$ cat src/rtl/upc_checkout_ctrl.sv
// Checkout controller: classifies scanned items by their {U,P,C} code and mark bit.
// It counts accepted and discounted items and freezes on a stolen item or on a full basket.
module upc_checkout_ctrl #(
  parameter int CNT_W     = 4,
  parameter int MAX_ITEMS = 9
) (
  input  logic             clk,
  input  logic             reset,
  input  logic [2:0]       upc,
  input  logic             mark,
  input  logic             scan,
  input  logic             clear,
  output logic [CNT_W-1:0] item_cnt,
  output logic [CNT_W-1:0] disc_cnt,
  output logic             exp_flag,
  output logic             alarm,
  output logic             full,
  output logic             busy
);

  typedef enum logic [1:0] {
    IDLE  = 2'd0,
    EVAL  = 2'd1,
    ALARM = 2'd2,
    FULL  = 2'd3
  } state_t;

  localparam logic [CNT_W-1:0] MAX_CNT = CNT_W'(MAX_ITEMS);
  localparam logic [CNT_W-1:0] ONE     = CNT_W'(1);

  state_t           state, state_next;
  logic             scan_d, scan_pulse;
  logic [2:0]       cap_upc;
  logic             cap_mark, capture;
  logic [CNT_W-1:0] item_next, disc_next;
  logic             exp_next, alarm_next;
  logic             u, p, c, discount, expensive, stolen;

  assign scan_pulse = scan & ~scan_d;

  assign u         = cap_upc[2];
  assign p         = cap_upc[1];
  assign c         = cap_upc[0];
  assign discount  = (u & c) | p;
  assign expensive = ((~p & ~c) | (~p & u)) & ~cap_mark;
  assign stolen    = (u & ~p & ~c) | (~p & ~c & ~cap_mark);

  assign busy = (state != IDLE);
  assign full = (state == FULL);

  // Edge detector tracks scan even through reset so a held level never re-triggers.
  always_ff @(posedge clk) begin
    scan_d <= scan;
  end

  always_ff @(posedge clk) begin
    if (reset) begin
      state    <= IDLE;
      item_cnt <= '0;
      disc_cnt <= '0;
      exp_flag <= 1'b0;
      alarm    <= 1'b0;
      cap_upc  <= '0;
      cap_mark <= 1'b0;
    end else begin
      state    <= state_next;
      item_cnt <= item_next;
      disc_cnt <= disc_next;
      exp_flag <= exp_next;
      alarm    <= alarm_next;
      if (capture) begin
        cap_upc  <= upc;
        cap_mark <= mark;
      end
    end
  end

  always_comb begin
    state_next = state;
    item_next  = item_cnt;
    disc_next  = disc_cnt;
    exp_next   = exp_flag;
    alarm_next = alarm;
    capture    = 1'b0;
    if (clear) begin
      state_next = IDLE;
      item_next  = '0;
      disc_next  = '0;
      exp_next   = 1'b0;
      alarm_next = 1'b0;
    end else begin
      case (state)
        IDLE: begin
          if (scan_pulse) begin
            state_next = EVAL;
            capture    = 1'b1;
          end
        end
        EVAL: begin
          if (stolen) begin
            state_next = ALARM;
            alarm_next = 1'b1;
          end else begin
            // Guard keeps counters from wrapping even if MAX_ITEMS is misconfigured.
            if (item_cnt != MAX_CNT) begin
              item_next = item_cnt + ONE;
              if (discount) disc_next = disc_cnt + ONE;
            end
            exp_next   = expensive;
            state_next = (item_next == MAX_CNT) ? FULL : IDLE;
          end
        end
        ALARM:   state_next = ALARM;
        FULL:    state_next = FULL;
        default: state_next = IDLE;
      endcase
    end
  end

endmodule

$ cat config.mk
export PLATFORM = sky130hd
export DESIGN_NAME = upc_checkout_ctrl
export DESIGN_NICKNAME = d
export VERILOG_FILES = /design/src/rtl/upc_checkout_ctrl.sv
export SDC_FILE = /design/constraint.sdc
export NUM_CORES = 1
export LEC_CHECK = 0
export ABC_AREA = 1
export CORE_ASPECT_RATIO = 1.25
export CORE_UTILIZATION = 40
export DETAILED_ROUTE_END_ITERATION = 10
export PLACE_DENSITY = 0.66
export SLEW_MARGIN = 40
export SYNTH_ARGS = -nofsm -noshare
export SYNTH_HDL_FRONTEND = slang
export SYNTH_SLANG_ARGS = --single-unit
export TNS_END_PERCENT = 30
$ cat constraint.sdc
create_clock -name clk -period 1.5 [get_ports clk]
set_input_delay 0.225 -clock clk [delete_from_list [all_inputs] [get_ports clk]]
set_output_delay 0.225 -clock clk [all_outputs]
set_load 0.005 [all_outputs]
==> flow_metrics.py, run 1 <==
metrics = {
    "drt": {
        "dr.pass1.iters": 4,
        "avgRoutedWirePerCell_um": 10.45,
        "wl_met2_um": 790,
        "first_iter_violations": 7,
        "viasPerCell": 4.875,
        "m1WireLength_um": 789,
        "drt_drc_violations_left": 0,
        "drt-total-wl_um": 1672,
        "highest_layer": "met4",
        "detailroute.via_count": 780,
        "antenna_left": 0,
        "met3WireLength_um": 54,
    },
    "synth": {
        "yosysWarningCount": 0,
        "ys_seq_elements": 17,
        "synth-async-reset-ratio_pct": 0,
        "netlist_top_cells_area": "dfxtp_1, nand2_1, a21oi_1",
        "syn_area_um2": 845.8,
        "yosys.area.top_type": "dfxtp_1",
        "synth_most_common_cell": "nand2_1",
        "synth_cells": 115,
        "synth_top_area_share_pct": 40.24,
        "syn_area_per_cell_um2": 7.355,
        "synthesis.nets": 126,
        "ys_top_cells_by_count": "nand2_1, dfxtp_1, inv_1",
        "yosysSeqAreaShare_pct": 40.24,
        "synth-main-ff-cell": "dfxtp_1",
        "synth_cell_types": 18,
        "synth_edf_count": 0,
    },
    "clock_network": {
        "cts_tree": "yes",
        "cts_sinks": 17,
        "hold_buffers": 0,
        "numCtsBuffers": 3,
        "htreeDepth": 1,
        "clock_latency_ns": 0.29,
        "cts_buffer_depth": 2,
        "clockRootBuffer": "clkbuf_4",
        "clk_pin_slew_ns": 0.09,
    },
    "timing": {
        "worst-slew-pin-transition_ns": 0.2127,
        "rsz0062_at_grt": "false",
        "hold_viol_final": 0,
        "fin_crit_ns": 1.438,
        "finalSetupViolCount": 0,
        "relSlewSlack_pct": 85.74,
        "fin_crit_sh_pct": 95.88,
        "clock_skew_ns": 0.003112,
        "slew_violations": 0,
        "fin_tns_setup_ns": 0,
        "fmax_mhz": 695.3,
    },
    "critical_path": {
        "crit_buf_inv": 1,
        "crit_type": "flip-flop to primary output",
        "path_cells": "clkdlybuf4s50_1",
        "crit_family": "buffers and inverters",
        "cpMaxStageDelayCell": "clkdlybuf4s50_1",
        "cpPeakStageDelay_ns": 0.52,
        "path_max_fanout": 7,
        "start_kind": "flip-flop",
        "end_kind": "primary output",
        "critPathRequiredTime_ns": 1.27,
        "worst_ep_arrival_time_ns": 1.21,
    },
    "power": {
        "share_comb_of_total_power_pct": 9.8,
        "p_leak_nw": 0.4481,
        "report.power.total_mw": 0.7798,
        "ir_drop_uv": 470.2,
        "p_int_mw": 0.5988,
        "power_frac_clock_pct": 30.7,
        "p_sw_mw": 0.1810,
        "sw_frac_of_total_pct": 23.21,
        "power_density_mw_per_mm2": 704.3,
        "power_frac_seq_pct": 59.6,
    },
    "finish": {
        "num_antenna_cells": 0,
        "area_delta_synth_final_pct": 30.92,
        "multiInputGateArea_um2": 434.2,
        "register_area_um2": 347.8,
        "layout.nets": 152,
        "drive_gt1_share_pct": 22.14,
        "fillers": 193,
    },
    "floorplan": {
        "io_pins": 20,
        "fp.dieW_um": 43.13,
        "fp.coreArea_mm2": 0.001982,
        "rows": 18,
        "die_h_um": 53.41,
        "start_util_pct": 42.68,
        "fp.dieArea_mm2": 0.002304,
    },
    "placement": {
        "dp_hpwl_um": 1304,
        "gp_congestion": 0.6880,
        "portBuffers": 19,
    },
    "outcome": {
        "outcome": "complete, no violations",
    },
    "global_routing": {
        "grt_pass1_vias": 697,
        "grt_antenna_before_repair": 0,
        "grt_overflow": 0,
        "grt_first_pass_wirelength_um": 2808,
        "grtUsageTotal_pct": 16.30,
        "grt_max_degree": 11,
    },
    "run": {
        "drv_cap": 0,
    },
    "hold_path": {
        "hold_class": "primary input to flip-flop",
    },
}
==> final timing paths <==
kind                            slack (ns)     endpoint  depth (start not counted)        start
worst min-delay path                  0.41       scan_d                          1         scan
worst max-delay path                  0.06  item_cnt[3]                          1  item_cnt[3]
worst min register to register        0.48        alarm                          2        alarm
worst max register to register        0.22     state[1]                          9  item_cnt[1]
==> through the flow <==
stage	hold WS, ns	util [%]	setup WS [ns]	area, um^2	cells
4_1_cts	0.4072	55.87	0.04329	1107	160
2_1_floorplan	0.2527	-	0.2560	845.8	115
5_1_grt	0.4020	55.87	0.006139	1107	160
6_report	0.4116	55.87	0.06181	1107	160
3_5_place_dp	0.4616	54.29	0.08567	1076	156
3_3_place_gp	0.4622	54.29	0.1125	1076	156
==> power by group through the flow <==
stage	Combinational (mW)	Clock [mW]	Sequential, mW
2_1_floorplan	0.0413	0	0.476
3_3_place_gp	0.0767	0	0.477
3_5_place_dp	0.0773	0	0.477
4_1_cts	0.0770	0.250	0.465
5_1_grt	0.0854	0.273	0.466
6_report	0.0761	0.239	0.465
==> routing by layer <==
layer / track usage [%] / up-vias
li1: - / 424
met1: 19.46 / 336
met2: 27.86 / 15
met3: 2.048 / 5
met4: 9.091 / 0
met5: 0 / -
==> final cells by class <==
class                           count  share of cell area [%]
Clock buffer                        4                   2.373
Inverter                           19                   6.441
Multi-Input combinational cell     79                   39.21
Sequential cell                    17                   31.41
Tap cell                           20                   2.260
Timing Repair Buffer               21                   18.31
==> cells by family (layout without fill, tap and decap cells) <==
group	Yosys count	after routing	share of synthesized area [%]
and+or+nand+nor	52	52	30.62
AOI/OAI and AO/OA	24	24	16.27
buffers and inverters	19	44	8.432
DFF	17	17	40.24
adders and majority gates	3	3	4.438
==> timing repair <==
action,4_1_cts,5_1_grt
endpoints found under the setup margin,5,0
setup buffers,0,0
resized for setup,7,0
==> layout by cell type (no fill, tap or decap), types with 4 or more instances in the layout <==
| master | n |
|---|---|
| nand2_1 | 20 |
| clkdlybuf4s50_1 | 17 |
| inv_1 | 13 |
| dfxtp_1 | 13 |
| nor2_1 | 11 |
| a21oi_1 | 11 |
| inv_2 | 6 |
| nor2_2 | 6 |
| nand3_1 | 5 |
| nand2_2 | 4 |
| o21ai_0 | 4 |
==> sequential cells by signal (all words and copies together) (netlist names) <==
register	cells
alarm	1
cap_mark	1
cap_upc	3
disc_cnt	4
exp_flag	1
item_cnt	4
scan_d	1
state	2
==> worst register-to-register path, delay by kind of cell, from the launching register on <==
kind,cells,cell delay (ns)
AO/OA/AOI/OAI,1,0.11
adder cells (fa/ha/maj),1,0.22
buffers and inverters,1,0.06
flip-flops,1,0.35
AND/OR/NAND/NOR,6,0.47
Power figures use the tool's default switching activity.
==> run 2: changes to the inputs <==
Settings changed: CTS_CLUSTER_DIAMETER from default to 50.
==> results of run 2 <==
Final layout, timing and power as in run 1 (identical DEF).
